`src/rtl/multi_key_debouncer.sv`:
```
// N-channel key debouncer with press/release pulses and auto-repeat.
// Each channel: 2-FF synchroniser, polarity normalisation, 4-state filter FSM.
module multi_key_debouncer #(
    parameter int CHANNELS        = 4,
    parameter int ACTIVE_LOW      = 1,
    parameter int DEBOUNCE_CYCLES = 250000,
    parameter int REPEAT_DELAY    = 12500000,
    parameter int REPEAT_PERIOD   = 5000000
) (
    input  logic                clk,
    input  logic                rst_n,
    input  logic [CHANNELS-1:0] key_in,
    input  logic [CHANNELS-1:0] repeat_en,
    output logic [CHANNELS-1:0] key_level,
    output logic [CHANNELS-1:0] key_press,
    output logic [CHANNELS-1:0] key_release,
    output logic [CHANNELS-1:0] key_repeat,
    output logic                any_press
);

    localparam int DB_W  = $clog2(DEBOUNCE_CYCLES) + 1;
    localparam int REP_W = $clog2(REPEAT_DELAY) + 1;

    localparam logic [DB_W-1:0]  DB_LAST  = DB_W'(DEBOUNCE_CYCLES - 1);
    localparam logic [REP_W-1:0] REP_TOP  = REP_W'(REPEAT_DELAY);
    localparam logic [REP_W-1:0] REP_LOAD = REP_W'((REPEAT_PERIOD >= REPEAT_DELAY) ?
                                                   0 : REPEAT_DELAY - REPEAT_PERIOD);
    // Raw input level meaning "released"; also the sync reset value.
    localparam logic REL_LVL = (ACTIVE_LOW != 0);

    typedef enum logic [1:0] {
        IDLE,
        PRESS_WAIT,
        HELD,
        RELEASE_WAIT
    } state_t;

    logic [CHANNELS-1:0] press_d;
    logic                any_q;

    for (genvar i = 0; i < CHANNELS; i++) begin : g_ch
        state_t           state_q, state_d;
        logic [1:0]       sync_q;
        logic [DB_W-1:0]  db_q, db_d;
        logic [REP_W-1:0] rep_q, rep_d;
        logic             lvl_q, lvl_d;
        logic             prs_q, prs_d;
        logic             rel_q, rel_d;
        logic             rpt_q, rpt_d;
        logic             p;

        assign p = sync_q[1] ^ REL_LVL;

        always_ff @(posedge clk) begin
            if (!rst_n) begin
                sync_q  <= {2{REL_LVL}};
                state_q <= IDLE;
                db_q    <= '0;
                rep_q   <= '0;
                lvl_q   <= 1'b0;
                prs_q   <= 1'b0;
                rel_q   <= 1'b0;
                rpt_q   <= 1'b0;
            end else begin
                sync_q  <= {sync_q[0], key_in[i]};
                state_q <= state_d;
                db_q    <= db_d;
                rep_q   <= rep_d;
                lvl_q   <= lvl_d;
                prs_q   <= prs_d;
                rel_q   <= rel_d;
                rpt_q   <= rpt_d;
            end
        end

        always_comb begin
            state_d = state_q;
            db_d    = db_q;
            rep_d   = rep_q;
            lvl_d   = lvl_q;
            prs_d   = 1'b0;
            rel_d   = 1'b0;
            rpt_d   = 1'b0;
            unique case (state_q)
                IDLE: begin
                    db_d = '0;
                    if (p) begin
                        state_d = PRESS_WAIT;
                        db_d    = DB_W'(1);
                    end
                end
                PRESS_WAIT: begin
                    if (!p) begin
                        state_d = IDLE;
                        db_d    = '0;
                    end else if (db_q == DB_LAST) begin
                        state_d = HELD;
                        db_d    = '0;
                        lvl_d   = 1'b1;
                        prs_d   = 1'b1;
                        rep_d   = '0;
                    end else begin
                        db_d = db_q + DB_W'(1);
                    end
                end
                HELD: begin
                    if (!p) begin
                        state_d = RELEASE_WAIT;
                        db_d    = DB_W'(1);
                    end else if ((rep_q + REP_W'(1)) == REP_TOP) begin
                        // Reload keeps later pulses on an exact period grid.
                        rpt_d = 1'b1;
                        rep_d = REP_LOAD;
                    end else begin
                        rep_d = rep_q + REP_W'(1);
                    end
                end
                RELEASE_WAIT: begin
                    if (p) begin
                        state_d = HELD;
                        db_d    = '0;
                    end else if (db_q == DB_LAST) begin
                        state_d = IDLE;
                        db_d    = '0;
                        lvl_d   = 1'b0;
                        rel_d   = 1'b1;
                        rep_d   = '0;
                    end else begin
                        db_d = db_q + DB_W'(1);
                    end
                end
                default: state_d = IDLE;
            endcase
            if (!repeat_en[i]) begin
                rep_d = '0;
                rpt_d = 1'b0;
            end
        end

        assign press_d[i]     = prs_d;
        assign key_level[i]   = lvl_q;
        assign key_press[i]   = prs_q;
        assign key_release[i] = rel_q;
        assign key_repeat[i]  = rpt_q;
    end

    always_ff @(posedge clk) begin
        if (!rst_n) begin
            any_q <= 1'b0;
        end else begin
            any_q <= |press_d;
        end
    end

    assign any_press = any_q;

endmodule
```
`config.mk`:
```
export PLATFORM = sky130hd
export DESIGN_NAME = multi_key_debouncer
export DESIGN_NICKNAME = d
export VERILOG_FILES = /design/src/rtl/multi_key_debouncer.sv
export SDC_FILE = /design/constraint.sdc
export NUM_CORES = 1
export LEC_CHECK = 0
export CELL_PAD_IN_SITES_DETAIL_PLACEMENT = 0
export CELL_PAD_IN_SITES_GLOBAL_PLACEMENT = 1
export CORE_ASPECT_RATIO = 1.25
export CORE_MARGIN = 4
export CORE_UTILIZATION = 40
export CTS_CLUSTER_SIZE = 12
export DETAILED_ROUTE_END_ITERATION = 12
export HOLD_SLACK_MARGIN = 0.08
export PLACE_DENSITY = 0.69
export REMOVE_ABC_BUFFERS = 1
export SLEW_MARGIN = 5
export SYNTH_ARGS = -nofsm -noshare
export SYNTH_HDL_FRONTEND = slang
export SYNTH_SLANG_ARGS = --single-unit
```
`constraint.sdc`:
```
create_clock -name clk -period 2.9 [get_ports clk]
set_input_delay 0.58 -clock clk [delete_from_list [all_inputs] [get_ports clk]]
set_output_delay 0.58 -clock clk [all_outputs]
set_load 0.01 [all_outputs]
```
==> results of run 1 <==
## cells in the mapped netlist, types with 5 or more instances
cell type,n,area (um2)
sky130_fd_sc_hd__ha_1,8,100
sky130_fd_sc_hd__and3_1,28,175
sky130_fd_sc_hd__a211oi_1,9,67.6
sky130_fd_sc_hd__nor3b_1,9,67.6
sky130_fd_sc_hd__nand3_1,79,395
sky130_fd_sc_hd__a31oi_1,26,163
sky130_fd_sc_hd__buf_2,8,40.0
sky130_fd_sc_hd__nor3_1,53,265
sky130_fd_sc_hd__inv_1,22,82.6
sky130_fd_sc_hd__nand2_1,176,661
sky130_fd_sc_hd__o21ai_1,5,25.0
sky130_fd_sc_hd__and2_1,22,138
sky130_fd_sc_hd__dfxtp_1,209,4180
sky130_fd_sc_hd__or3_1,30,188
sky130_fd_sc_hd__a21o_1,7,52.6
sky130_fd_sc_hd__o211ai_1,6,45.0
sky130_fd_sc_hd__nand4b_1,5,43.8
sky130_fd_sc_hd__nand4_1,59,369
sky130_fd_sc_hd__a21oi_1,71,355
sky130_fd_sc_hd__nor2_1,177,664
sky130_fd_sc_hd__o21ai_0,116,581
sky130_fd_sc_hd__clkbuf_1,60,225
sky130_fd_sc_hd__or4_1,8,60.1
sky130_fd_sc_hd__xor2_1,54,473
sky130_fd_sc_hd__nor4_1,14,87.6
sky130_fd_sc_hd__and4_1,14,123
sky130_fd_sc_hd__nor4b_1,9,78.8
sky130_fd_sc_hd__o31ai_1,11,82.6
sky130_fd_sc_hd__nand2b_1,19,119
sky130_fd_sc_hd__a211o_1,8,70.1
sky130_fd_sc_hd__buf_4,20,150
sky130_fd_sc_hd__xnor2_1,36,315
## layout make-up
type	instances	area, um2	share of cell area
multi-input combinational	1159	6850	0.500
sequential	209	4190	0.306
timing repair buffer	158	1250	0.0913
clock buffer	38	757	0.0553
tap	355	444	0.0324
clock inverter	7	116	0.00850
inverter	22	82.6	0.00603
## final timing paths
path | startpoint | to | slack, ns
worst min register to register | g_ch[1].sync_q[0]$_SDFF_PN1_ | g_ch[1].sync_q[1]$_SDFF_PN1_ | 0.41
worst max-delay path | g_ch[3].db_q[0]$_SDFFE_PN0N_ | g_ch[3].rep_q[1]$_SDFFE_PN0P_ | 0.14
worst min-delay path | rst_n | g_ch[3].state_q[0]$_SDFFE_PN0P_ | 0.40
worst max register to register | g_ch[3].db_q[0]$_SDFFE_PN0N_ | g_ch[3].rep_q[1]$_SDFFE_PN0P_ | 0.14
## flip-flops by register name (all words and copies together), names as in the netlist, named ones only
register      count
g_ch.db_q        76
g_ch.rep_q      100
g_ch.rpt_q        4
g_ch.rel_q        4
g_ch.state_q      4
g_ch.sync_q       8
g_ch.lvl_q        4
any_press         1
g_ch.prs_q        4
## kinds of logic after synthesis
family / count (synthesis)
AOI/OAI and AO/OA: 308
xor gates and xnor gates: 90
adders and majority gates: 9
buffers and inverters: 116
DFF: 209
muxes: 4
and+or+nand+nor: 748
## power by group through the flow
| stage | Sequential [mW] | Combinational, mW | Clock [mW] |
|---|---|---|---|
| 2_1_floorplan | 2.96 | 0.0452 | 0 |
| 3_3_place_gp | 2.96 | 0.115 | 0 |
| 3_5_place_dp | 2.96 | 0.115 | 0 |
| 4_1_cts | 2.90 | 0.115 | 3.43 |
| 5_1_grt | 2.90 | 0.127 | 3.54 |
| 6_report | 2.90 | 0.114 | 3.33 |
## routing by layer
layer  track usage  vias to the layer above  wire (um)
met5             0                        -          0
met4        0.0550                        0        567
met3        0.0267                       42        949
met2         0.337                      126      14700
met1         0.232                     5043      13500
li1              -                     5517          -
## what timing repair did
action | CTS | global route
hold endpoints to repair | 0 | 0
setup endpoints to repair | 0 | 43
buffers inserted | 0 | 7
resized for setup | 0 | 23
## worst register-to-register path, stage by stage (launching register included)
cell	delay, ns
sky130_fd_sc_hd__dfxtp_1	0.33
sky130_fd_sc_hd__ha_1	0.19
sky130_fd_sc_hd__or4b_2	0.62
sky130_fd_sc_hd__or3_4	0.44
sky130_fd_sc_hd__nor3_4	0.14
sky130_fd_sc_hd__nand2_1	0.10
sky130_fd_sc_hd__and2_1	0.21
sky130_fd_sc_hd__buf_4	0.16
sky130_fd_sc_hd__or4_1	0.39
sky130_fd_sc_hd__a21oi_1	0.14
## per-stage QoR
stage | hold WS [ns] | total power, mW | utilization | setup WS [ns]
2_1_floorplan | 0.386 | 3.01 | - | -0.114
3_3_place_gp | 0.389 | 3.08 | 0.446 | 0.0828
3_5_place_dp | 0.397 | 3.08 | 0.446 | 0.0474
4_1_cts | 0.383 | 6.44 | 0.477 | 0.0438
5_1_grt | 0.415 | 6.57 | 0.482 | -0.0253
6_report | 0.398 | 6.34 | 0.482 | 0.139
==> out/summary.json, run 1 <==
{
  "chipWidth_um": 160,
  "synthAdderAreaFrac": 0.00959,
  "criticalPathCategory": "register to register",
  "detail_route.first_pass.iterations": 5,
  "h-tree-depth": 1,
  "combPwrFrac": 0.018,
  "area_delta_synth_final_pct": 19.3,
  "worst-endpoint-required_ns": 3.38,
  "timing.critical_path.from_type": "register",
  "initial_antenna_violation_count": 0,
  "antenna_cells": 0,
  "clock_insertion_delay_at_the_later_pin_of_the_skew_report_ns": 0.54,
  "detail_route.drc_violations": 0,
  "routabilityCongestion": 0.820,
  "drv_slew": 0,
  "hold_violations": 0,
  "power.density_cell_area_nw_per_um2": 463,
  "syn-cell-area_um2": 11500,
  "cp.buffers_inverters": 1,
  "p_leak_nw": 4.74,
  "worst_ep_arrival_time_ns": 3.24,
  "cts-buffers-inserted": 26,
  "critical_path_cell_count": 9,
  "final.min_clock_period_ns": 2.76,
  "total_number_of_yosys_warnings": 0,
  "wl_per_cell_um": 15.3,
  "coreArea_um2": 28400,
  "critical_path.max_stage_delay_ns": 0.61,
  "final_area_um2": 13700,
  "dieArea_um2": 31500,
  "switching_share": 0.212,
  "synth_seq_cells": 209,
  "synth_compound_gate_area_share": 0.165,
  "dominantRegCellSynth": "sky130_fd_sc_hd__dfxtp_1",
  "totalNegativeSetupSlack_ns": 0,
  "clock-root-buffer": "sky130_fd_sc_hd__clkbuf_16",
  "io_pins": 27,
  "finalNetCount": 1594,
  "start_util": 0.404,
  "synthesized_netlist_cell_count": 1484,
  "min_path_cells": 3,
  "hold_buffers": 0,
  "place.port_buffers": 26,
  "place.detailed.instances": 1896,
  "setup-violations-final": 0,
  "yosys.area_share.simple": 0.342,
  "worstPathMaxFanout": 5,
  "pin_count_of_the_biggest_net_entering_global_routing": 25,
  "pwr-share-seq": 0.457,
  "outcome": "completed",
  "first_global_vias": 10400,
  "worst_r2r_path_depth": 9,
  "async_flop_share": 0,
  "synthXorXnorAreaFrac": 0.0687,
  "cts.sink_count": 209,
  "internal_power_mw": 4.99,
  "routed-via-count": 10700,
  "synth.area.mux_share": 0.00360,
  "num-fill-cells": 2853,
  "clockBufferDepth": 3,
  "timing.critical_path.cells": "ha_1 > or4b_2 > or3_4 > nor3_4 > nand2_1 > and2_1 > buf_4 > or4_1 > a21oi_1",
  "achievable-frequency_mhz": 362,
  "overflow": 0,
  "routed_wirelength_mm": 29.7,
  "synth.yosys.seq_area_share": 0.365,
  "fp.dieH_um": 197,
  "vdd_drop_max_v": 0.000408,
  "layoutNonFillerInstCount": 1948,
  "clk_pin_slew_worst_paths_ns": 0.06,
  "num_rows": 69,
  "clock_power_share": 0.525,
  "worst_path_dominant_cell_family": "simple AND/OR/NAND/NOR gates",
  "global_route_wire_length_before_repair_mm": 50.5,
  "tritoncts": "done",
  "synth_enable_flop_cells": 0,
  "post_route_cells_drive_above_1_share": 0.139,
  "routed_via_density": 5.51,
  "mostFrequentLayoutCell": "sky130_fd_sc_hd__dfxtp_1",
  "timing.critical_path.to_type": "register",
  "synth_top_family_by_area": "simple AND/OR/NAND/NOR gates",
  "yosysUniqueCellTypes": 85,
  "final.setup_skew_ns": 0.0139,
  "drtIter0Drc": 588,
  "cpMaxStageDelayCell": "sky130_fd_sc_hd__or4b_2",
  "holdCritPathClass": "input port to register",
  "switching_power_total_mw": 1.35,
  "placed_area_um2": 12700,
  "dp.final_hpwl_mm": 21.4,
  "worst_slew_pin_slew_ns": 0.770,
  "final_cell_mix": "205 x sky130_fd_sc_hd__dfxtp_1, 177 x sky130_fd_sc_hd__nor2_1, 175 x sky130_fd_sc_hd__nand2_1",
  "post-route-period-util": 0.952,
  "max-cap-violations": 0,
  "groute.usage.overall": 0.187,
  "avgSynthCellArea_um2": 7.73,
  "max_slew_margin": 0.485,
  "route.antenna.remaining_nets": 0
}
Note: power is estimated with default switching activity, not from simulation.
==> inputs of run 2 (changes only) <==
CTS_BUF_LIST = sky130_fd_sc_hd__clkbuf_2 sky130_fd_sc_hd__clkbuf_4 sky130_fd_sc_hd__clkbuf_8   (was not set)
GPL_ROUTABILITY_DRIVEN = 0   (was not set)
==> run 2 against run 1 <==
Design area shrank 0.15%. First-iteration DRC count shrank 1.4%. Final cell count grew 1.1%. Clock-buffer cell count grew 19. Utilization shrank 0.070 points.
==> out/summary.json, run 2 (synthesis results as in run 1) <==
{
  "overflow": {"value": 0, "change": "unchanged"},
  "dieArea": {"value": 31500, "unit": "um2", "change": "unchanged"},
  "post-route-period-util": {"value": 0.953, "change": "about the same"},
  "timing.critical_path.cells": "ha_2 > nand3_2 > nor4_4 > and3_4 > a31oi_1 > or4_1 > a2111oi_4 > buf_4 > nor3_1 > a211o_1",
  "route.antenna.remaining_nets": {"value": 0, "change": "unchanged"},
  "criticalPathCategory": "register to register",
  "tritoncts": "done",
  "achievable-frequency": {"value": 362, "unit": "MHz", "change": "about the same"},
  "groute.usage.overall": {"value": 0.190, "change": "+0.00309"},
  "global_route_wire_length_before_repair": {"value": 51.0, "unit": "mm", "change": "+1.1%"},
  "final_cell_mix": "205 x sky130_fd_sc_hd__dfxtp_1, 177 x sky130_fd_sc_hd__nor2_1, 175 x sky130_fd_sc_hd__nand2_1",
  "coreArea": {"value": 28400, "unit": "um2", "change": "unchanged"},
  "start_util": {"value": 0.404, "change": "unchanged"},
  "cp.buffers_inverters": {"value": 1, "change": "unchanged"},
  "cts-buffers-inserted": {"value": 39, "change": "+50%"},
  "preCtsSetupSlack": {"value": 0.0474, "unit": "ns", "change": "unchanged"},
  "critical_path.max_stage_delay": {"value": 0.58, "unit": "ns", "change": "-0.03 ns"},
  "drv_slew": {"value": 0, "change": "unchanged"},
  "routed-via-count": {"value": 10900, "change": "+1.2%"},
  "place.port_buffers": {"value": 26, "change": "unchanged"},
  "routed_via_density": {"value": 5.52, "change": "+0.17%"},
  "biggestRegsByFlops": "g_ch.rep_q (100), g_ch.db_q (76), g_ch.sync_q (8)",
  "antenna_cells": {"value": 0, "change": "unchanged"},
  "io_pins": {"value": 27, "change": "unchanged"},
  "dp.final_hpwl": {"value": 21.4, "unit": "mm", "change": "unchanged"},
  "clock-root-buffer": "sky130_fd_sc_hd__clkbuf_8",
  "mostFrequentLayoutCell": "sky130_fd_sc_hd__dfxtp_1",
  "drtIter0Drc": {"value": 580, "change": "-1.4%"},
  "worst-endpoint-required": {"value": 3.33, "unit": "ns", "change": "-0.05 ns"},
  "totalNegativeSetupSlack": {"value": 0, "unit": "ns", "change": "unchanged"},
  "number_of_flip_flops_in_the_largest_register": {"value": 100, "change": "unchanged"},
  "routed_wirelength": {"value": 30.0, "unit": "mm", "change": "+0.91%"},
  "clock_insertion_delay_at_the_later_pin_of_the_skew_report": {"value": 0.54, "unit": "ns", "change": "about the same"},
  "chipWidth": {"value": 160, "unit": "um", "change": "unchanged"},
  "max-cap-violations": {"value": 0, "change": "unchanged"},
  "final_core_util": {"value": 0.481, "change": "-0.000705"},
  "vdd_drop_max": {"value": 0.000298, "unit": "V", "change": "-27%"},
  "power.density_cell_area": {"value": 450, "unit": "nW/um2", "change": "-2.8%"},
  "final.setup_skew": {"value": 0.0180, "unit": "ns", "change": "+0.00409 ns"},
  "registers.top_by_ff_count": "g_ch.rep_q",
  "clk_pin_slew_worst_paths": {"value": 0.06, "unit": "ns", "change": "about the same"},
  "timing.critical_path.from_type": "register",
  "finalNetCount": {"value": 1607, "change": "+0.82%"},
  "max_slew_margin": {"value": 0.510, "change": "+0.0250"},
  "design_power_total": {"value": 6.15, "unit": "mW", "change": "-2.9%"},
  "post_route_cells_drive_above_1_share": {"value": 0.155, "change": "+0.0162"},
  "first_global_vias": {"value": 10500, "change": "+1.1%"},
  "worstPathMaxFanout": {"value": 5, "change": "unchanged"},
  "num-fill-cells": {"value": 2874, "change": "+0.74%"},
  "wl_per_cell": {"value": 15.2, "unit": "um", "change": "-0.17%"},
  "pin_count_of_the_biggest_net_entering_global_routing": {"value": 25, "change": "unchanged"},
  "num_rows": {"value": 69, "change": "unchanged"},
  "fp.dieH": {"value": 197, "unit": "um", "change": "unchanged"},
  "outcome": "completed",
  "hold_buffers": {"value": 0, "change": "unchanged"},
  "clockBufferDepth": {"value": 3, "change": "unchanged"},
  "hold_violations": {"value": 0, "change": "unchanged"},
  "timing.final.ws_setup": {"value": 0.137, "unit": "ns", "change": "-0.00187 ns"},
  "detail_route.drc_violations": {"value": 0, "change": "unchanged"},
  "detail_route.first_pass.iterations": {"value": 5, "change": "unchanged"},
  "holdCritPathClass": "input port to register",
  "setup-violations-final": {"value": 0, "change": "unchanged"},
  "h-tree-depth": {"value": 2, "change": "+1"},
  "initial_antenna_violation_count": {"value": 0, "change": "unchanged"},
  "worst_ep_arrival_time": {"value": 3.19, "unit": "ns", "change": "-0.05 ns"},
  "final.min_clock_period": {"value": 2.76, "unit": "ns", "change": "+0.00187 ns"},
  "cpMaxStageDelayCell": "sky130_fd_sc_hd__or4_1",
  "timing.critical_path.to_type": "register",
  "worst_path_dominant_cell_family": "simple AND/OR/NAND/NOR gates",
  "p_leak": {"value": 4.76, "unit": "nW", "change": "+0.44%"},
  "cts.sink_count": {"value": 209, "change": "unchanged"},
  "area_delta_synth_final_pct": 19.1,
  "worst_slew_pin_slew": {"value": 0.732, "unit": "ns", "change": "-0.0374 ns"}
}
-- run 2: stage by stage --
step	cell area [um2]	instances	hold slack, ns
after global routing	13700	1969	0.392
after global placement	12700	1896	0.389
after floorplan	11000	1390	0.386
after detailed placement	12700	1896	0.397
after CTS	13500	1962	0.358
final	13700	1969	0.397
-- run 2: timing repair --
| action | in CTS | in global routing |
|---|---|---|
| endpoints found under the setup margin | 0 | 43 |
| buffers inserted | 0 | 7 |
| resized for setup | 0 | 24 |
-- run 2: cell type report --
type / count / area (um2) / share of cell area
repair buffers: 158 / 1250 / 0.0914
clock buffers: 57 / 728 / 0.0533
flip-flops and latches: 209 / 4190 / 0.306
inverters: 22 / 82.6 / 0.00604
multi-input cells: 1159 / 6850 / 0.501
well taps: 355 / 444 / 0.0325
clock inverters: 9 / 123 / 0.00897
-- run 2: final timing paths --
check / slack [ns] / to / cells after the start / startpoint
worst min register to register: 0.41 / g_ch[1].sync_q[1]$_SDFF_PN1_ / 1 / g_ch[1].sync_q[0]$_SDFF_PN1_
worst max register to register: 0.14 / g_ch[3].rep_q[11]$_SDFFE_PN0P_ / 10 / g_ch[3].rep_q[0]$_SDFFE_PN0P_
worst max-delay path: 0.14 / g_ch[3].rep_q[11]$_SDFFE_PN0P_ / 10 / g_ch[3].rep_q[0]$_SDFFE_PN0P_
worst min-delay path: 0.40 / g_ch[3].state_q[0]$_SDFFE_PN0P_ / 3 / rst_n
-- run 2: routing by layer --
layer / part of all wire / vias up / global-route usage
met2: 0.49 / 154 / 0.338
met3: 0.041 / 53 / 0.0357
met4: 0.023 / 0 / 0.0621
li1: - / 5550 / -
met1: 0.44 / 5105 / 0.231
met5: 0 / - / 0
-- run 2: report_power, final --
group	internal [mW]	switching (mW)	total, mW	leakage (nW)
logic	0.0448	0.0691	0.114	2.63
clock network	1.87	1.27	3.14	0.449
registers	2.89	0.0139	2.90	1.69
total	4.80	1.35	6.15	4.76
-- run 2: worst register-to-register path, stage by stage (launching register included) --
cell and delay [ns]:
sky130_fd_sc_hd__dfxtp_1 0.34, sky130_fd_sc_hd__ha_2 0.22, sky130_fd_sc_hd__nand3_2 0.15, sky130_fd_sc_hd__nor4_4 0.21
sky130_fd_sc_hd__and3_4 0.24, sky130_fd_sc_hd__a31oi_1 0.08, sky130_fd_sc_hd__or4_1 0.58, sky130_fd_sc_hd__a2111oi_4 0.31
sky130_fd_sc_hd__buf_4 0.20, sky130_fd_sc_hd__nor3_1 0.05, sky130_fd_sc_hd__a211o_1 0.27
==> inputs of run 3 (changes only) <==
SKIP_LAST_GASP = 1   (was not set)
==> results of run 3 <==
No change in the layout: final DEF, timing and power equal those of run 2.
